<file path="src/rtl/fwd_pkg.sv">
// Shared types and constants for the ALU operand forwarding control.
// Select codes must match the operand mux input ordering in the datapath.
package fwd_pkg;

  localparam int REG_ADDR_W = 5;
  localparam int SEL_W      = 3;

  localparam logic [SEL_W-1:0] SEL_REGFILE = 3'd0;
  localparam logic [SEL_W-1:0] SEL_EXMEM   = 3'd1;
  localparam logic [SEL_W-1:0] SEL_MEMWB   = 3'd2;

  typedef struct packed {
    logic [REG_ADDR_W-1:0] dst;
    logic                  rw;
    logic                  mr;
  } stage_t;

endpackage

</file>
<file path="src/rtl/fwd_sel_logic.sv">
// Priority forwarding compare for one ALU operand.
// The younger EX/MEM producer wins over MEM/WB, and r0 is never forwarded.
module fwd_sel_logic
  import fwd_pkg::*;
(
  input  logic [REG_ADDR_W-1:0] src,
  input  logic                  uses,
  input  stage_t                ex_stage,
  input  stage_t                mem_stage,
  output logic [SEL_W-1:0]      sel
);

  logic ex_hit;
  logic mem_hit;

  always_comb begin
    ex_hit  = uses && ex_stage.rw  && (ex_stage.dst  != '0) && (ex_stage.dst  == src);
    mem_hit = uses && mem_stage.rw && (mem_stage.dst != '0) && (mem_stage.dst == src);
    // NOTE: every output gets a default first so no path leaves sel unassigned (no latch).
    sel = SEL_REGFILE;
    if (ex_hit) begin
      sel = SEL_EXMEM;
    end else if (mem_hit) begin
      sel = SEL_MEMWB;
    end
  end

endmodule

</file>
<file path="src/rtl/fwd_hazard_ctrl.sv">
// Forwarding and load-use hazard control beside the ID/EX register: tracks
// writers through EX/MEM/WB, drives registered operand selects and the stall.
module fwd_hazard_ctrl #(
  parameter int REG_ADDR_W = 5,
  parameter int SEL_W      = 3,
  parameter int CNT_W      = 16
) (
  input  logic                  Clk,
  input  logic                  Rst,
  input  logic [REG_ADDR_W-1:0] IdRs,
  input  logic [REG_ADDR_W-1:0] IdRt,
  input  logic                  IdUsesRs,
  input  logic                  IdUsesRt,
  input  logic [REG_ADDR_W-1:0] IdDst,
  input  logic                  IdRegWrite,
  input  logic                  IdMemRead,
  output logic [SEL_W-1:0]      ExSelA,
  output logic [SEL_W-1:0]      ExSelB,
  output logic                  Stall,
  output logic [CNT_W-1:0]      StallCnt
);
  import fwd_pkg::stage_t;
  import fwd_pkg::SEL_REGFILE;

  stage_t           ex_q, ex_d;
  stage_t           mem_q, mem_d;
  // WB stage is kept for debug visibility only; the register file writes
  // before it reads, so no WB forwarding path is needed.
  stage_t           wb_q, wb_d;
  logic [SEL_W-1:0] sel_a_q, sel_a_d;
  logic [SEL_W-1:0] sel_b_q, sel_b_d;
  logic [SEL_W-1:0] raw_sel_a, raw_sel_b;
  logic [CNT_W-1:0] cnt_q, cnt_d;
  logic             stall;

  fwd_sel_logic u_sel_a (
    .src       (IdRs),
    .uses      (IdUsesRs),
    .ex_stage  (ex_q),
    .mem_stage (mem_q),
    .sel       (raw_sel_a)
  );

  fwd_sel_logic u_sel_b (
    .src       (IdRt),
    .uses      (IdUsesRt),
    .ex_stage  (ex_q),
    .mem_stage (mem_q),
    .sel       (raw_sel_b)
  );

  // A load in EX cannot forward its data yet, so a reader in ID must wait a cycle.
  always_comb begin
    stall = ex_q.mr && ex_q.rw && (ex_q.dst != '0) &&
            ((IdUsesRs && (ex_q.dst == IdRs)) || (IdUsesRt && (ex_q.dst == IdRt)));
  end

  always_comb begin
    mem_d   = ex_q;
    wb_d    = mem_q;
    ex_d    = '0;
    sel_a_d = SEL_REGFILE;
    sel_b_d = SEL_REGFILE;
    cnt_d   = cnt_q;
    if (!stall) begin
      ex_d.dst = IdDst;
      ex_d.rw  = IdRegWrite;
      ex_d.mr  = IdMemRead;
      sel_a_d  = raw_sel_a;
      sel_b_d  = raw_sel_b;
    end else if (cnt_q != '1) begin
      cnt_d = cnt_q + 1'b1;
    end
  end

  always_ff @(posedge Clk) begin
    // NOTE: sequential state uses non-blocking assignments so every flop samples pre-edge values.
    if (Rst) begin
      ex_q    <= '0;
      mem_q   <= '0;
      wb_q    <= '0;
      sel_a_q <= '0;
      sel_b_q <= '0;
      cnt_q   <= '0;
    end else begin
      ex_q    <= ex_d;
      mem_q   <= mem_d;
      wb_q    <= wb_d;
      sel_a_q <= sel_a_d;
      sel_b_q <= sel_b_d;
      cnt_q   <= cnt_d;
    end
  end

  assign ExSelA   = sel_a_q;
  assign ExSelB   = sel_b_q;
  assign Stall    = stall;
  assign StallCnt = cnt_q;

endmodule

</file>
<file path="config.mk">
export PLATFORM = sky130hd
export DESIGN_NAME = fwd_hazard_ctrl
export DESIGN_NICKNAME = d
export VERILOG_FILES = /design/src/rtl/fwd_pkg.sv /design/src/rtl/fwd_sel_logic.sv /design/src/rtl/fwd_hazard_ctrl.sv
export SDC_FILE = /design/constraint.sdc
export NUM_CORES = 1
export LEC_CHECK = 0
export CORE_MARGIN = 2
export CORE_UTILIZATION = 50
export CTS_CLUSTER_DIAMETER = 150
export DETAILED_ROUTE_END_ITERATION = 6
export PLACE_DENSITY = 0.78
export SLEW_MARGIN = 20
export SYNTH_ARGS = -nofsm -noshare
export SYNTH_HDL_FRONTEND = slang
export SYNTH_HIERARCHICAL = 1
export SYNTH_SLANG_ARGS = --single-unit
</file>
<file path="constraint.sdc">
create_clock -name Clk -period 2.59 [get_ports Clk]
set_input_delay 0.259 -clock Clk [delete_from_list [all_inputs] [get_ports Clk]]
set_output_delay 0.259 -clock Clk [all_outputs]
set_load 0.005 [all_outputs]
</file>
==> results of run 1 <==
==> critical path: cells and delay by family (launching register included) <==
family,cells,cell delay [ps]
AOI/OAI and AO/OA,1,360
buffers and inverters,1,450
DFF,1,430
and+or+nand+nor,2,610
==> metrics by stage <==
stage / util / hold WS, ps
floorplan: - / 381
global placement: 0.663 / 494
detailed placement: 0.663 / 502
CTS: 0.685 / 515
global route: 0.685 / 537
finish: 0.685 / 517
==> report_power, final <==
| part | switching (W) | internal (W) | total [W] |
|---|---|---|---|
| clock | 0.000186 | 0.000189 | 0.000374 |
| sequential | 0.0000177 | 0.000550 | 0.000567 |
| combinational | 0.0000613 | 0.0000825 | 0.000144 |
==> metal layers <==
layer	up-vias	GRT usage
li1	841	-
met1	808	0.246
met3	7	0.0582
met5	-	0
met2	55	0.383
met4	0	0.0859
==> final cells by class <==
type / count / area [um^2]
inverter: 5 / 18.8
tap: 48 / 60.1
fill: 325 / 1150
clock buffer: 7 / 76.3
timing repair buffer: 57 / 536
clock inverter: 1 / 5.00
multi-input combinational: 154 / 1110
sequential: 35 / 701
==> state kept, by name, indices dropped and copies added, names as in the netlist <==
signal	count
ExSelB	3
mem_q	6
StallCnt	16
ex_q	7
ExSelA	3
==> placed cells by master, fill, tap and decap left out, types with 4 or more instances in the layout <==
cell type         n
clkdlybuf4s50_1  43
dfxtp_1          35
xnor2_1          24
and2_1           18
buf_4            14
nor2b_1          12
a21oi_1          10
nand4_1           8
nand2_1           7
nand3_1           7
nor2_1            6
o21ai_0           5
o31ai_1           5
or4_1             5
inv_1             5
clkbuf_8          5
nor3_1            4
==> worst max-delay path by stage <==
stage               depth (start not counted)  startpoint     endpoint
floorplan                                   6     ex_q[2]  StallCnt[3]
global placement                            6     IdRt[0]  StallCnt[3]
detailed placement                          6     IdRt[4]  StallCnt[3]
CTS                                         4     ex_q[2]        Stall
global route                                5     ex_q[2]        Stall
finish                                      4     ex_q[2]        Stall
==> flow_results.xml, run 1 <==
<?xml version="1.0" encoding="UTF-8"?>
<metrics>
  <group name="status">
    <metric name="run_status" unit="">finished, final reports clean</metric>
  </group>
  <group name="synth">
    <metric name="mappedNetlistArea" unit="um^2">1900</metric>
    <metric name="yosysWarningCount" unit="">6</metric>
    <metric name="syn_nets" unit="">227</metric>
    <metric name="synthCells" unit="">205</metric>
    <metric name="synth_area_per_cell" unit="um^2">9.29</metric>
  </group>
  <group name="detailed_routing">
    <metric name="violation_count_after_the_first_detailed_routing_iteration" unit="">127</metric>
    <metric name="met2_length" unit="um">2140</metric>
    <metric name="routedLengthMet1" unit="um">1870</metric>
    <metric name="route.detailed.wl_per_inst" unit="um">14.2</metric>
    <metric name="wl_met3" unit="um">276</metric>
    <metric name="detail_route.first_pass.iterations" unit="">4</metric>
    <metric name="drcViolationCount" unit="">0</metric>
    <metric name="vias_per_cell" unit="">5.57</metric>
    <metric name="drtAntennaViolNets" unit="">0</metric>
    <metric name="routed.top_layer" unit="">met4</metric>
    <metric name="postRouteWirelength" unit="um">4350</metric>
    <metric name="routed-via-count" unit="">1711</metric>
  </group>
  <group name="placed_design">
    <metric name="routabilityCongestion" unit="">0.927</metric>
    <metric name="count_of_placed_standard_cells_including_taps" unit="">299</metric>
    <metric name="pre_cts_slack" unit="ps">223</metric>
    <metric name="dp_hpwl" unit="um">3180</metric>
    <metric name="placed_area" unit="um^2">2430</metric>
    <metric name="port-buffer-count" unit="">43</metric>
  </group>
  <group name="cells_and_area">
    <metric name="finalInstanceArea" unit="um^2">2510</metric>
    <metric name="synthToLayoutAreaGrowth" unit="%">31.7</metric>
    <metric name="layout-drive-gt1-share" unit="">0.135</metric>
    <metric name="antennaDiodeCount" unit="">0</metric>
    <metric name="design.final.nets" unit="">280</metric>
    <metric name="final-instance-count-excl-fill" unit="">307</metric>
  </group>
  <group name="critical_path">
    <metric name="worst_path_max_delay_cell" unit="">clkdlybuf4s50_1</metric>
    <metric name="worstReg2RegStart" unit="">ex_q[2]</metric>
    <metric name="setup.worst_path.start_class" unit="">flip-flop</metric>
    <metric name="path_max_fanout" unit="">8</metric>
    <metric name="cp_data_required_time" unit="ps">2330</metric>
    <metric name="critical_path.endpoint_type" unit="">primary output</metric>
    <metric name="slowest_delay" unit="ps">450</metric>
    <metric name="regToRegSetupSlack" unit="ps">370</metric>
    <metric name="reg2regPathDepth" unit="">5</metric>
    <metric name="crit_path_cell_trace" unit="">or3_1 -&gt; o311a_4 -&gt; and2_1 -&gt; clkdlybuf4s50_1</metric>
    <metric name="timing.rr.end" unit="">StallCnt[3]</metric>
    <metric name="timing_worst_setup_path_type" unit="">reg2out</metric>
    <metric name="crit_arrival" unit="ps">2140</metric>
  </group>
  <group name="sta">
    <metric name="finalHoldViolCount" unit="">0</metric>
    <metric name="timing_worst_slew_pin_value" unit="ps">612</metric>
    <metric name="rsz0062_at_grt" unit="">false</metric>
    <metric name="setup_viol" unit="">0</metric>
    <metric name="fmax" unit="MHz">417</metric>
    <metric name="clock_skew" unit="ps">7.33</metric>
    <metric name="setup_total_negative_slack" unit="ps">0</metric>
    <metric name="finalWorstSetupSlack" unit="ps">191</metric>
    <metric name="final_min_period_over_clock_period" unit="">0.926</metric>
    <metric name="slew_headroom" unit="">0.592</metric>
    <metric name="final.min_clock_period" unit="ps">2400</metric>
    <metric name="slew_violations" unit="">0</metric>
  </group>
  <group name="cts">
    <metric name="cts_root_buf" unit="">clkbuf_8</metric>
    <metric name="cts_buffers" unit="">5</metric>
    <metric name="clockBufferDepth" unit="">2</metric>
    <metric name="clk_pin_slew" unit="ps">70</metric>
    <metric name="clock_sink_count" unit="">35</metric>
    <metric name="ctsHtreeMaxLevel" unit="">2</metric>
    <metric name="postCtsResizedCells" unit="">0</metric>
    <metric name="cts.hold.buffers_added" unit="">0</metric>
    <metric name="clk-insertion-delay-late" unit="ps">280</metric>
    <metric name="cts_tree" unit="">yes</metric>
    <metric name="cts_post_setup_buffers_inserted" unit="">0</metric>
  </group>
  <group name="floorplan">
    <metric name="ioPinCount" unit="">44</metric>
    <metric name="design.die.area" unit="um^2">4320</metric>
    <metric name="row_count" unit="">22</metric>
    <metric name="initial_utilization" unit="">0.520</metric>
    <metric name="core_area" unit="um^2">3660</metric>
    <metric name="dieWidth" unit="um">65.7</metric>
    <metric name="die_height" unit="um">65.7</metric>
  </group>
  <group name="hold_path">
    <metric name="hold_path_depth" unit="">2</metric>
    <metric name="holdCritPathClass" unit="">reg2reg</metric>
    <metric name="hold-path-endpoint" unit="">StallCnt[4]</metric>
    <metric name="min-delay-start" unit="">StallCnt[4]</metric>
  </group>
  <group name="grt">
    <metric name="gr-usage-all-layers" unit="">0.217</metric>
    <metric name="grt_overflow" unit="">0</metric>
    <metric name="grt_pass1_vias" unit="">1659</metric>
    <metric name="grt_antenna_before_repair" unit="">0</metric>
    <metric name="grt_start_max_net_pins" unit="">20</metric>
    <metric name="grt_first_pass_wirelength" unit="um">7110</metric>
  </group>
  <group name="flow_run">
    <metric name="drv.max_cap_violation_count" unit="">0</metric>
  </group>
  <group name="pwr">
    <metric name="power.leakage" unit="nW">0.854</metric>
    <metric name="power_density" unit="nW/um^2">433</metric>
    <metric name="power" unit="W">0.00109</metric>
    <metric name="vdd_ir_drop_max" unit="uV">302</metric>
  </group>
</metrics>
Power figures use the tool's default switching activity.
==> run 2: changes to the inputs <==
Settings changed: CORE_UTILIZATION 50 to 54, PLACE_DENSITY 0.78 to 0.83.
Clock period 2.59 ns to 3.1 ns, I/O delays scaled along.
==> flow_results.xml, run 2 (synthesis results as in run 1) <==
<?xml version="1.0" encoding="UTF-8"?>
<metrics>
  <group name="detailed_routing">
    <metric name="routed-via-count" unit="">1638</metric>
    <metric name="route.detailed.wl_per_inst" unit="um">14.1</metric>
    <metric name="drcViolationCount" unit="">0</metric>
    <metric name="postRouteWirelength" unit="um">4120</metric>
    <metric name="drtAntennaViolNets" unit="">0</metric>
    <metric name="vias_per_cell" unit="">5.59</metric>
    <metric name="violation_count_after_the_first_detailed_routing_iteration" unit="">99</metric>
    <metric name="detail_route.first_pass.iterations" unit="">4</metric>
  </group>
  <group name="floorplan">
    <metric name="dieWidth" unit="um">63.4</metric>
    <metric name="row_count" unit="">21</metric>
    <metric name="ioPinCount" unit="">44</metric>
    <metric name="initial_utilization" unit="">0.566</metric>
    <metric name="die_height" unit="um">63.4</metric>
    <metric name="design.die.area" unit="um^2">4020</metric>
    <metric name="core_area" unit="um^2">3360</metric>
  </group>
  <group name="sta">
    <metric name="slew_headroom" unit="">0.519</metric>
    <metric name="timing_worst_slew_pin_value" unit="ps">722</metric>
    <metric name="clock_skew" unit="ps">15.0</metric>
    <metric name="fmax" unit="MHz">399</metric>
    <metric name="final.min_clock_period" unit="ps">2510</metric>
    <metric name="setup_viol" unit="">0</metric>
    <metric name="final_min_period_over_clock_period" unit="">0.809</metric>
    <metric name="rsz0062_at_grt" unit="">false</metric>
    <metric name="finalHoldViolCount" unit="">0</metric>
    <metric name="setup_total_negative_slack" unit="ps">0</metric>
    <metric name="slew_violations" unit="">0</metric>
  </group>
  <group name="cells_and_area">
    <metric name="antennaDiodeCount" unit="">0</metric>
    <metric name="multi_input_comb_area" unit="um^2">1110</metric>
    <metric name="layout.area.seq" unit="um^2">701</metric>
    <metric name="filler_cell_count" unit="">288</metric>
    <metric name="layout-drive-gt1-share" unit="">0.0972</metric>
    <metric name="synthToLayoutAreaGrowth" unit="%">26.2</metric>
    <metric name="final_cell_mix" unit="">clkdlybuf4s50_1, dfxtp_1, xnor2_1</metric>
    <metric name="leading_cell_type_in_the_layout_fill_and_taps_excluded" unit="">clkdlybuf4s50_1</metric>
    <metric name="design.final.nets" unit="">268</metric>
    <metric name="flip_flop_count_of_the_largest_register_all_copies_and_words_added" unit="">16</metric>
  </group>
  <group name="status">
    <metric name="run_status" unit="">finished, final reports clean</metric>
  </group>
  <group name="placed_design">
    <metric name="routabilityCongestion" unit="">0.847</metric>
    <metric name="dp_hpwl" unit="um">2990</metric>
    <metric name="port-buffer-count" unit="">43</metric>
  </group>
  <group name="cts">
    <metric name="postCtsResizedCells" unit="">0</metric>
    <metric name="cts_post_setup_buffers_inserted" unit="">0</metric>
    <metric name="cts_buffers" unit="">5</metric>
    <metric name="clk_pin_slew" unit="ps">110</metric>
    <metric name="ctsHtreeMaxLevel" unit="">2</metric>
    <metric name="cts_tree" unit="">yes</metric>
    <metric name="clockBufferDepth" unit="">2</metric>
    <metric name="clock_sink_count" unit="">35</metric>
    <metric name="cts.hold.buffers_added" unit="">0</metric>
    <metric name="clk-insertion-delay-late" unit="ps">340</metric>
    <metric name="cts_root_buf" unit="">clkbuf_4</metric>
  </group>
  <group name="pwr">
    <metric name="comb_power_share" unit="">0.123</metric>
    <metric name="switching_share" unit="">0.248</metric>
    <metric name="cell_internal_pwr" unit="W">0.000652</metric>
    <metric name="power.net_switching" unit="W">0.000215</metric>
    <metric name="vdd_ir_drop_max" unit="uV">290</metric>
    <metric name="p_seq_frac" unit="">0.548</metric>
    <metric name="power.leakage" unit="nW">0.793</metric>
    <metric name="power" unit="W">0.000866</metric>
    <metric name="power_density" unit="nW/um^2">360</metric>
    <metric name="clkPwrFrac" unit="">0.329</metric>
  </group>
  <group name="grt">
    <metric name="grt_first_pass_wirelength" unit="um">7270</metric>
    <metric name="grt_util_met1" unit="">0.327</metric>
    <metric name="grt_overflow" unit="">0</metric>
    <metric name="global_route.usage.met3" unit="">0.0625</metric>
    <metric name="gr-usage-met2" unit="">0.326</metric>
    <metric name="grt.busiest_layer" unit="">met1</metric>
    <metric name="grt_pass1_vias" unit="">1501</metric>
    <metric name="grt_antenna_before_repair" unit="">0</metric>
    <metric name="grt_start_max_net_pins" unit="">28</metric>
    <metric name="gr-usage-all-layers" unit="">0.227</metric>
  </group>
  <group name="critical_path">
    <metric name="crit_path_cell_trace" unit="">xnor2_1 -&gt; nand4_1 -&gt; o22ai_1 -&gt; and2_1 -&gt; clkdlybuf4s50_1</metric>
    <metric name="path_delay_family" unit="">flip-flops</metric>
    <metric name="critical_path.endpoint_type" unit="">primary output</metric>
    <metric name="setup.worst_path.start_class" unit="">flip-flop</metric>
    <metric name="worst-path-buf-inv" unit="">1</metric>
    <metric name="cp_data_required_time" unit="ps">2790</metric>
    <metric name="timing_worst_setup_path_type" unit="">reg2out</metric>
    <metric name="crit_arrival" unit="ps">2200</metric>
    <metric name="path_max_fanout" unit="">8</metric>
    <metric name="worst_path_max_delay_cell" unit="">dfxtp_1</metric>
    <metric name="slowest_delay" unit="ps">590</metric>
  </group>
  <group name="flow_run">
    <metric name="drv.max_cap_violation_count" unit="">0</metric>
  </group>
  <group name="hold_path">
    <metric name="holdCritPathClass" unit="">in2reg</metric>
  </group>
</metrics>
==> run 2: final timing paths <==
kind	startpoint	to	slack [ps]	cells after the start
worst min-delay path	IdDst[4]	ex_q[6]	520	2
worst max-delay path	ex_q[2]	Stall	590	5
worst min register to register	StallCnt[6]	StallCnt[6]	530	2
worst max register to register	ex_q[5]	StallCnt[3]	850	5
==> run 2: power by group through the flow <==
| stage | combinational [W] | sequential, W | clock (W) |
|---|---|---|---|
| after floorplan | 0.0000634 | 0.000481 | 0 |
| after global placement | 0.000104 | 0.000485 | 0 |
| after detailed placement | 0.000105 | 0.000485 | 0 |
| after CTS | 0.000106 | 0.000475 | 0.000289 |
| after global routing | 0.000117 | 0.000477 | 0.000313 |
| final | 0.000106 | 0.000475 | 0.000285 |
==> run 2: final cells by class <==
cell class,count,share of cell area
flip-flops and latches,35,0.292
multi-input cells,154,0.463
repair buffers,45,0.185
inverters,5,0.00781
well taps,46,0.0239
clock buffers,8,0.0286
==> run 2: metal layers <==
layer  part of all wire  up-vias
met4              0.013        0
met5                  0        -
met2               0.44       57
met1               0.47      759
li1                   -      816
met3              0.073        6
==> run 2: stage by stage <==
stage	instances	utilization	cell area, um^2	hold slack, ps	setup slack (ps)
2_1_floorplan	205	-	1900	432	1220
3_3_place_gp	285	0.694	2330	507	618
3_5_place_dp	285	0.694	2330	508	558
4_1_cts	293	0.715	2400	516	568
5_1_grt	293	0.715	2400	511	397
6_report	293	0.715	2400	521	594
